==> src/rtl/riscv_load_store_unit.sv <==
// Multi-cycle load/store unit: turns datapath memory controls into one
// valid/ack bus transaction, stalls the core, and formats load data.
module riscv_load_store_unit #(
    parameter int XLEN           = 32,
    parameter int TIMEOUT_CYCLES = 255
) (
    input  logic            clk,
    input  logic            rst,
    input  logic            MemRead,
    input  logic            MemWrite,
    input  logic [2:0]      funct3,
    input  logic [XLEN-1:0] dAddress,
    input  logic [XLEN-1:0] dWriteData,
    output logic [XLEN-1:0] dReadData,
    output logic            stall,
    output logic            done,
    output logic            misaligned,
    output logic            bus_err,
    output logic            mem_req,
    output logic            mem_we,
    output logic [XLEN-1:0] mem_addr,
    output logic [3:0]      mem_be,
    output logic [XLEN-1:0] mem_wdata,
    input  logic            mem_ack,
    input  logic [XLEN-1:0] mem_rdata
);

    typedef enum logic [1:0] {
        IDLE,
        REQ,
        DONE
    } state_t;

    state_t state, state_nxt;

    logic            req;
    logic            illegal;
    logic            misalign;
    logic            timeout_hit;
    logic [3:0]      be_nxt;
    logic [XLEN-1:0] wdata_nxt;
    logic [XLEN-1:0] load_fmt;
    logic [7:0]      byte_lane;
    logic [15:0]     half_lane;
    logic [2:0]      f3_q;
    logic [1:0]      off_q;
    logic [7:0]      wait_cnt;
    logic            mis_q;
    logic            err_q;

    assign req         = MemRead | MemWrite;
    assign timeout_hit = (wait_cnt == 8'(TIMEOUT_CYCLES - 1));

    always_comb begin
        illegal  = 1'b0;
        misalign = 1'b0;
        unique case (funct3)
            3'b011, 3'b110, 3'b111: illegal = 1'b1;
            3'b001, 3'b101:         misalign = dAddress[0];
            3'b010:                 misalign = |dAddress[1:0];
            default:                misalign = 1'b0;
        endcase
    end

    // Lane steering is shared by loads and stores; sign only matters on return.
    always_comb begin
        be_nxt    = 4'b1111;
        wdata_nxt = dWriteData;
        unique case (funct3[1:0])
            2'b00: begin
                be_nxt    = 4'b0001 << dAddress[1:0];
                wdata_nxt = {4{dWriteData[7:0]}};
            end
            2'b01: begin
                be_nxt    = dAddress[1] ? 4'b1100 : 4'b0011;
                wdata_nxt = {2{dWriteData[15:0]}};
            end
            default: begin
                be_nxt    = 4'b1111;
                wdata_nxt = dWriteData;
            end
        endcase
    end

    always_comb begin
        byte_lane = mem_rdata[{off_q, 3'b000} +: 8];
        half_lane = off_q[1] ? mem_rdata[31:16] : mem_rdata[15:0];
        unique case (f3_q)
            3'b000:  load_fmt = {{24{byte_lane[7]}}, byte_lane};
            3'b100:  load_fmt = {24'd0, byte_lane};
            3'b001:  load_fmt = {{16{half_lane[15]}}, half_lane};
            3'b101:  load_fmt = {16'd0, half_lane};
            default: load_fmt = mem_rdata;
        endcase
    end

    always_comb begin
        state_nxt = state;
        stall     = 1'b0;
        unique case (state)
            IDLE: begin
                if (req) begin
                    stall     = 1'b1;
                    state_nxt = (illegal | misalign) ? DONE : REQ;
                end
            end
            REQ: begin
                stall = 1'b1;
                if (mem_ack || timeout_hit)
                    state_nxt = DONE;
            end
            DONE: state_nxt = IDLE;
            default: state_nxt = IDLE;
        endcase
    end

    assign done       = (state == DONE);
    assign misaligned = done & mis_q;
    assign bus_err    = done & err_q;

    always_ff @(posedge clk or negedge rst) begin
        if (!rst) begin
            state     <= IDLE;
            dReadData <= '0;
            mem_req   <= 1'b0;
            mem_we    <= 1'b0;
            mem_addr  <= '0;
            mem_be    <= 4'b0000;
            mem_wdata <= '0;
            f3_q      <= 3'b000;
            off_q     <= 2'b00;
            wait_cnt  <= 8'd0;
            mis_q     <= 1'b0;
            err_q     <= 1'b0;
        end else begin
            state <= state_nxt;
            unique case (state)
                IDLE: begin
                    if (req) begin
                        mis_q <= ~illegal & misalign;
                        err_q <= illegal;
                        if (!(illegal | misalign)) begin
                            mem_req   <= 1'b1;
                            mem_we    <= MemWrite;
                            mem_addr  <= {dAddress[XLEN-1:2], 2'b00};
                            mem_be    <= be_nxt;
                            mem_wdata <= wdata_nxt;
                            f3_q      <= funct3;
                            off_q     <= dAddress[1:0];
                            wait_cnt  <= 8'd0;
                        end
                    end
                end
                REQ: begin
                    if (mem_ack) begin
                        mem_req <= 1'b0;
                        if (!mem_we)
                            dReadData <= load_fmt;
                    end else if (timeout_hit) begin
                        mem_req <= 1'b0;
                        err_q   <= 1'b1;
                        if (!mem_we)
                            dReadData <= '0;
                    end else begin
                        wait_cnt <= wait_cnt + 8'd1;
                    end
                end
                default: ;
            endcase
        end
    end

endmodule

==> config.mk <==
export PLATFORM = sky130hd
export DESIGN_NAME = riscv_load_store_unit
export DESIGN_NICKNAME = d
export VERILOG_FILES = /design/src/rtl/riscv_load_store_unit.sv
export SDC_FILE = /design/constraint.sdc
export NUM_CORES = 1
export LEC_CHECK = 0
export CELL_PAD_IN_SITES_DETAIL_PLACEMENT = 1
export CELL_PAD_IN_SITES_GLOBAL_PLACEMENT = 1
export CORE_MARGIN = 1.5
export CORE_UTILIZATION = 34
export CTS_BUF_LIST = sky130_fd_sc_hd__clkbuf_16
export CTS_CLUSTER_SIZE = 10
export DETAILED_ROUTE_END_ITERATION = 16
export PLACE_DENSITY_LB_ADDON = 0.1
export SYNTH_ARGS = -nofsm -noshare
export SYNTH_HDL_FRONTEND = slang
export SYNTH_SLANG_ARGS = --single-unit
==> constraint.sdc <==
create_clock -name clk -period 2.3 [get_ports clk]
set_input_delay 0.46 -clock clk [delete_from_list [all_inputs] [get_ports clk]]
set_output_delay 0.46 -clock clk [all_outputs]
set_load 0.005 [all_outputs]
* Word-level counts from Yosys, hierarchy flattened
Cells that the tools add are included.
** Cells by class
- Bitwise operators :: 7
- Equality and inequality tests :: 22
- Mux-type cells :: 31
- Reduce and logical (&&, ||, !) cells :: 16
- Add/subtract/negate cells :: 1
- Shift operators :: 2
** Operators by type and width (count)
- 2-to-1 mux 32 bit :: 4
- case mux 32 bit (4 select lines) :: 1
- case mux 32 bit (2 select lines) :: 1
- 2-to-1 mux 8 bit :: 4
- variable part select 32 x 6 -> 8 bit :: 1
- 2-to-1 mux 16 bit :: 1
- != test 2 bit, second input constant :: 8
- case mux 8 bit (2 select lines) :: 1
- == test 3 bit, second input constant :: 5
- AND reduction 4 bit :: 3
- 2-to-1 mux 1 bit :: 9
- adder 8 x 1 -> 8 bit, second input constant :: 1
- == test 8 bit, second input constant :: 1
- case mux 1 bit (2 select lines) :: 4
- case mux 4 bit (2 select lines) :: 1
- == test 3 x 1 -> 1 bit, second input constant :: 2
- == test 3 x 2 -> 1 bit, second input constant :: 2
- 2-to-1 mux 2 bit :: 3
- AND reduction 5 bit :: 1
- == test 2 x 1 -> 1 bit, second input constant :: 2
- logical NOT 2 bit :: 2
- 2-to-1 mux 4 bit :: 1
- case mux 2 bit (2 select lines) :: 1
- AND reduction 2 bit :: 2
- 12 further kinds :: 18
** Storage, ports and cells
- Word-level logic and storage cells :: 91
- Output and inout port bits :: 106
- Input bits :: 104
- Bits in registers :: 117

* Longest topological paths before layout
Gate-level depths: netlist of the first run.
- Depth after elaboration :: 7
- Gate-level depth with buffers :: 7

* Worst setup path before layout of the first run
No wires, ideal clock.
- Path type :: input to register
- Start point :: input port funct3[0]
- End point :: register wait_cnt[7]
- Cell stages on the path :: 6
- Arrival :: 1.653 ns
- Setup slack :: 0.523 ns
- Data required time :: 2.176 ns
- Buffers on the path :: 2
- Setup time :: 0.124 ns
- Cell sequence :: buf_2 -> nor4_4 -> o221ai_2 -> buf_4 -> and2_4 -> a211o_1
** On the way
- Longest elaborated chain between the ends :: 6
- Elaborated cells between the ends (all ways) :: 13
- Classes of those cells :: eq/ne: 7; mux: 2; bitwise: 1; reduce/logical: 3
** Ends and longest elaborated chain
- from (decl) :: RTL line 11 : input logic [2:0] funct3,
- == test 3 x 1 -> 1 bit, or another cell as far along :: RTL line 57 : unique case (funct3)
- OR reduction 2 bit or OR reduction 3 bit (tied branches) :: RTL line 57
- case mux 1 bit (2 select lines) or 2-to-1 mux 1 bit (tied branches) :: RTL line 57
- bitwise OR 1 bit * :: RTL line 142 : if (!(illegal | misalign)) begin
- != test 2 bit (no line) *
- AND reduction 5 bit (no line) *
- to (signal assigned) :: RTL line 165 : wait_cnt <= wait_cnt + 8'd1;
- to (decl) :: RTL line 47 : logic [7:0] wait_cnt;
Every way passes the cells marked *; elsewhere a longest branch is shown, timed or not.
A chain may end at the register's enable or synchronous reset.

* Worst setup path after layout of the first run
- Start point :: register state[0]
- End point :: output port bus_err
** On the way
- Longest elaborated chain between the ends :: 2
** Ends and longest elaborated chain
- from (decl) :: RTL line 34 : state_t state, state_nxt;
- from (signal assigned) :: RTL line 136 : state <= state_nxt;
- == test 2 bit :: RTL line 117 : assign done = (state == DONE);
- bitwise AND 1 bit :: RTL line 119 : assign bus_err = done & err_q;
- to (decl) :: RTL line 18 : output logic bus_err,
Every way passes these cells.

==> impl_metrics.ini, run 1 <==
[yosys]
yosys_warnings = 0
synth_top_flop_cell = dfrtp_1
syn_inst = 501
syn_avg_cell_area_sq_um = 11.04
synthArstFlopShare = 1.000
synth_top_area_share = 0.5294
synthTopCellsByArea = dfrtp_1 53%, mux2_2 9.6%, mux2i_1 5.6%
ys_seq_elements = 117
yosysUniqueCellTypes = 51
synth_area_sq_um = 5530
yosysSeqAreaShare = 0.5294
yosysTopAreaCell = dfrtp_1
synth_edf_count = 0

[placed_design]
port_buffers = 207
gp_congestion = 0.7965
placed_cell_area_sq_um = 7958
dpl_worst_slack_ps = -169.9
dpl.hpwl_um = 12890

[pwr]
swShare = 0.3112
power.density_nw_per_um2 = 1245
p_int_mw = 7.320
clkPwrFrac = 0.245
power_frac_comb = 0.417
peakVddDrop_v = 0.0005929
p_switching_mw = 3.308
p_leak_nw = 3.636
p_seq_frac = 0.338

[clock_tree]
holdBufCountCts = 0
cts.sinks = 117
path_clk_slew_ps = 60
cts_root_buffer = clkbuf_16
ctsResizeCount = 2
ctsHtreeMaxLevel = 4
cts_buffers = 17
clk_latency_ps = 410
cts_setup_buffers = 0
cts_tree = yes
cts.path.max_buffers = 2

[sta]
period_minus_slack_ps = 2212
tightest_slew_ps = 976.2
timing.final.crit_share = 0.9618
setup_ws_ps = 87.78
rsz0062_at_grt = no
skew_ps = 6.627
drv_slew = 0
slew_headroom = 0.3468
hold_violations = 0
tns_ps = 0
fmax_mhz = 452.0
setup_viol = 0
hold_ws_ps = 147.4

[worst_setup_path]
critPathMaxFanout = 8
cp.arrival_ps = 1750
cp_top_family = buffers and inverters
cpMaxStageDelayCell = clkdlybuf4s50_1
crit_required_ps = 1840
cpPeakStageDelay_ps = 500
critPathKind = reg2out
cp.buffers_inverters = 1
endpoint_kind = primary output
cp_cell_sequence = nor2b_4 > and2_1 > clkdlybuf4s50_1
cp-start-kind = register

[die]
ios = 210
row_count = 46
start_util = 0.3481
fp.dieH_um = 130.5
die_area_sq_um = 17040
core_sq_um = 15890
die_w_um = 130.5

[drt]
wl_um = 17620
route.detailed.drc = 0
first_pass_iters = 5
avgRoutedWirePerCell_um = 18.60
drt_iter0_drc = 181
ant_nets = 0
vias_per_cell = 4.983
vias = 4719

[cells_and_area]
mostFrequentLayoutCells = 206 x clkdlybuf4s50_1, 116 x dfrtp_1, 48 x o21ai_0
antenna_cells = 0
drive_above_1_share = 0.1587
fin_area_sq_um = 8537
area_growth_pct = 54.37
layout_commonest_cell = clkdlybuf4s50_1
fin_nets = 825

[global_route]
grt_antenna_before_repair = 0
grt_pass1_vias = 4996
grt_pass1_wl_um = 27350
track_usage = 0.2112
grt_start_max_net_pins = 118
overflow = 0

[flow_run]
cap_viol_max_count = 0

[run_status]
status = completed

[min_path]
holdCritPathClass = in2async
-- state kept, by name, indices dropped and copies added (netlist names), 2 cells and up --
signal	count
mem_addr	30
off_q	2
wait_cnt	8
f3_q	3
state	2
dReadData	32
mem_wdata	32
mem_be	4
-- power by group through the flow --
stage / Sequential (mW) / Clock [mW] / Combinational (mW)
floorplan: 3.54 / 0 / 1.89
global placement: 3.57 / 0 / 4.34
detailed placement: 3.62 / 0 / 4.45
CTS: 3.60 / 2.67 / 4.50
global route: 3.71 / 2.76 / 4.85
finish: 3.59 / 2.60 / 4.44
-- cell families after synthesis --
group	after synthesis	synth area share
compound gates	152	0.1756
flops	117	0.5294
simple gates	106	0.09751
mux	79	0.1559
buf+inv	44	0.03642
fa+ha+maj	2	0.004524
other cells	1	0.0006781
-- synthesized netlist by cell type, types with 3 or more instances --
master / number
a21o_1: 6
a21oi_1: 42
a31oi_1: 3
and2_1: 4
buf_2: 17
buf_4: 4
clkbuf_1: 15
dfrtp_1: 117
inv_1: 8
mux2_2: 47
mux2i_1: 31
nand2_1: 42
nand2b_1: 5
nor2_1: 22
nor2b_1: 7
nor3_1: 8
o21a_1: 5
o21ai_0: 48
o22ai_1: 3
o2bb2ai_1: 24
or3_1: 3
-- final cells by class --
type | instances | area [sq um]
clock buffer | 17 | 425.4
inverter | 8 | 30.03
fill | 1725 | 7348
timing repair buffer | 234 | 2310
clock inverter | 14 | 145.1
multi-input combinational | 341 | 2427
tap | 216 | 270.3
sequential | 117 | 2929
-- layer usage --
metal,share of wire,vias to the layer above,track usage
li1,-,2239,-
met1,0.44,2326,0.2692
met2,0.49,133,0.3498
met3,0.053,21,0.05660
met4,0.015,0,0.06981
met5,0,-,0
-- worst paths after layout --
path                               from             to  slack [ps]  depth (start not counted)
setup / recovery               state[0]        bus_err          90                          3
hold / removal                      rst  dReadData[13]         150                          2
setup reg to reg                f3_q[1]  dReadData[26]         480                          4
hold reg to reg            dReadData[7]   dReadData[7]         470                          1
max in group asynchronous           rst       state[1]        1660                          2
min in group clk           dReadData[7]   dReadData[7]         470                          1
-- stage by stage --
step / instances / util / power, mW
6_report: 947 / 0.5374 / 10.63
5_1_grt: 947 / 0.5374 / 11.33
4_1_cts: 947 / 0.5371 / 10.77
3_5_place_dp: 916 / 0.5009 / 8.073
3_3_place_gp: 916 / 0.5009 / 7.906
2_1_floorplan: 502 / - / 5.424
(Power assumes the default switching activity.)
==> inputs of run 2 (changes only) <==
==> constraint.sdc (replaced) <==
create_clock -name clk -period 2.3 [get_ports clk]
set_input_delay 0.575 -clock clk [delete_from_list [all_inputs] [get_ports clk]]
set_output_delay 0.575 -clock clk [all_outputs]
set_load 0.005 [all_outputs]
==> run 2 against run 1 <==
Net effect:
- register-to-register slack improved by 40 ps
- largest power group unchanged
- first-iteration DRC count increased by 49%
- critical path type unchanged
- power increased by 1.7%
- clock power increased by 4%
==> impl_metrics.ini, run 2 (synthesized netlist as in run 1, its figures left out) <==
[cells_and_area]
area_growth_pct = 55.77
layout_commonest_cell = clkdlybuf4s50_1
antenna_cells = 0
fin_nets = 828
drive_above_1_share = 0.1728
mostFrequentLayoutCells = 205 x clkdlybuf4s50_1, 116 x dfrtp_1, 48 x o21ai_0
utilization = 0.5423
reg.largest.list = dReadData x32, mem_wdata x32, mem_addr x30

[global_route]
overflow = 0
track_usage = 0.2106
grt_start_max_net_pins = 118
grt_pass1_vias = 5048
grt_pass1_wl_um = 27270
grt_antenna_before_repair = 0

[drt]
route.detailed.drc = 0
vias_per_cell = 4.974
vias = 4730
drt_iter0_drc = 270
wl_um = 17290
avgRoutedWirePerCell_um = 18.18
ant_nets = 0
first_pass_iters = 4

[sta]
timing.final.crit_share = 0.9535
fmax_mhz = 456.0
slew_headroom = 0.3946
tightest_slew_ps = 904.7
drv_slew = 0
setup_viol = 0
skew_ps = 8.120
hold_violations = 0
rsz0062_at_grt = no
period_minus_slack_ps = 2193

[worst_setup_path]
critPathKind = reg2out
cp_cell_sequence = nor2b_4 > and2_1 > clkdlybuf4s50_1
critPathMaxFanout = 3
crit_required_ps = 1730
cpPeakStageDelay_ps = 500
endpoint_kind = primary output
cp-start-kind = register
cp.arrival_ps = 1620
cp_top_family = buffers and inverters
cpMaxStageDelayCell = clkdlybuf4s50_1
cp.buffers_inverters = 1

[flow_run]
cap_viol_max_count = 0

[pwr]
p_switching_mw = 3.393
swShare = 0.3139
power.density_nw_per_um2 = 1255
p_leak_nw = 3.654
power_frac_comb = 0.419
p_int_mw = 7.418
p_seq_frac = 0.330
finalPower_mw = 10.81
clkPwrFrac = 0.250
peakVddDrop_v = 0.0005308

[die]
die_w_um = 130.5
row_count = 46
ios = 210
die_area_sq_um = 17040
fp.dieH_um = 130.5
start_util = 0.3481
core_sq_um = 15890

[clock_tree]
ctsHtreeMaxLevel = 4
cts.sinks = 117
clk_latency_ps = 420
cts_buffers = 17
cts.path.max_buffers = 2
path_clk_slew_ps = 60
holdBufCountCts = 0
cts_tree = yes
cts_root_buffer = clkbuf_16

[min_path]
holdCritPathClass = in2async

[placed_design]
dpl.hpwl_um = 12990
port_buffers = 207
gp_congestion = 0.8000

[run_status]
status = completed
## run 2: cell types whose count changed in the layout (fill, tap and decap cells not counted), moves of 2 or more
cell / previous run / this run
clkinvlp_4: 1 / 5
clkinv_1: 3 / 0
clkinv_4: 1 / 4
buf_4: 25 / 27
clkinv_2: 4 / 2
inv_1: 10 / 8
## run 2: timing repair
action,in CTS,in global routing
setup buffers,0,1
gates resized for setup,5,1
pin swaps,0,0
setup endpoints to repair,3,2
endpoints found under the hold margin,0,0
## run 2: layout make-up
type	count	area, sq um
Fill cell	1715	7271
Clock inverter	15	181.4
Clock buffer	17	425.4
Multi-Input combinational cell	341	2435
Tap cell	216	270.3
Sequential cell	117	2929
Timing Repair Buffer	237	2344
Inverter	8	30.03
## run 2: final timing paths
kind                              start            end  slack, ps  cells after the start
setup / recovery               state[0]     misaligned        110                      3
hold / removal                      rst  dReadData[11]        170                      2
max in group asynchronous           rst       state[0]       1520                      2
setup reg to reg               state[0]  mem_wdata[22]        520                      7
min in group clk           dReadData[8]   dReadData[8]        470                      1
hold reg to reg            dReadData[8]   dReadData[8]        470                      1
## run 2: stage by stage
stage / area (sq um) / TNS (ps) / hold slack (ps) / std cells / worst slack (ps)
CTS: 8606 / 0 / 278.5 / 950 / 18.51
floorplan: 5534 / 0 / 279.4 / 502 / 408.1
detailed placement: 7985 / -9725 / 466.6 / 918 / -210.1
global route: 8615 / 0 / 226.5 / 951 / 22.09
global placement: 7985 / -5305 / 459.3 / 918 / -180.1
finish: 8615 / 0 / 174.3 / 951 / 106.9
## run 2: power by group through the flow
stage	Clock [mW]	Combinational [mW]	Sequential, mW
6_report	2.71	4.53	3.57
5_1_grt	2.88	4.96	3.70
4_1_cts	2.77	4.59	3.59
3_5_place_dp	0	4.55	3.61
3_3_place_gp	0	4.42	3.55
2_1_floorplan	0	1.89	3.54
## run 2: worst reg2reg max path, delay by kind of cell (launching register included)
| family | cells | cell delay, ps |
|---|---|---|
| DFF | 1 | 420 |
| buffers and inverters | 4 | 720 |
| AOI/OAI and AO/OA | 2 | 390 |
| and+or+nand+nor | 1 | 170 |
## run 2: layer usage
metal  global-route usage  routed length (um)  up-vias
li1                     -                   -     2254
met4              0.07886                 320        0
met1               0.2733                7686     2314
met3              0.05293                 842       21
met5                    0                   0        -
met2               0.3412                8436      141
==> inputs of run 3 (changes only) <==
--- a/config.mk
+++ b/config.mk
@@ -5,12 +5,13 @@
 export SDC_FILE = /design/constraint.sdc
 export NUM_CORES = 1
 export LEC_CHECK = 0
+export CAP_MARGIN = 20
 export CELL_PAD_IN_SITES_DETAIL_PLACEMENT = 1
 export CELL_PAD_IN_SITES_GLOBAL_PLACEMENT = 1
 export CORE_MARGIN = 1.5
 export CORE_UTILIZATION = 34
 export CTS_BUF_LIST = sky130_fd_sc_hd__clkbuf_16
-export CTS_CLUSTER_SIZE = 10
+export CTS_CLUSTER_SIZE = 16
 export DETAILED_ROUTE_END_ITERATION = 16
 export PLACE_DENSITY_LB_ADDON = 0.1
 export SYNTH_ARGS = -nofsm -noshare
==> results of run 3 <==
No change in the layout: final DEF, timing and power equal those of run 2.
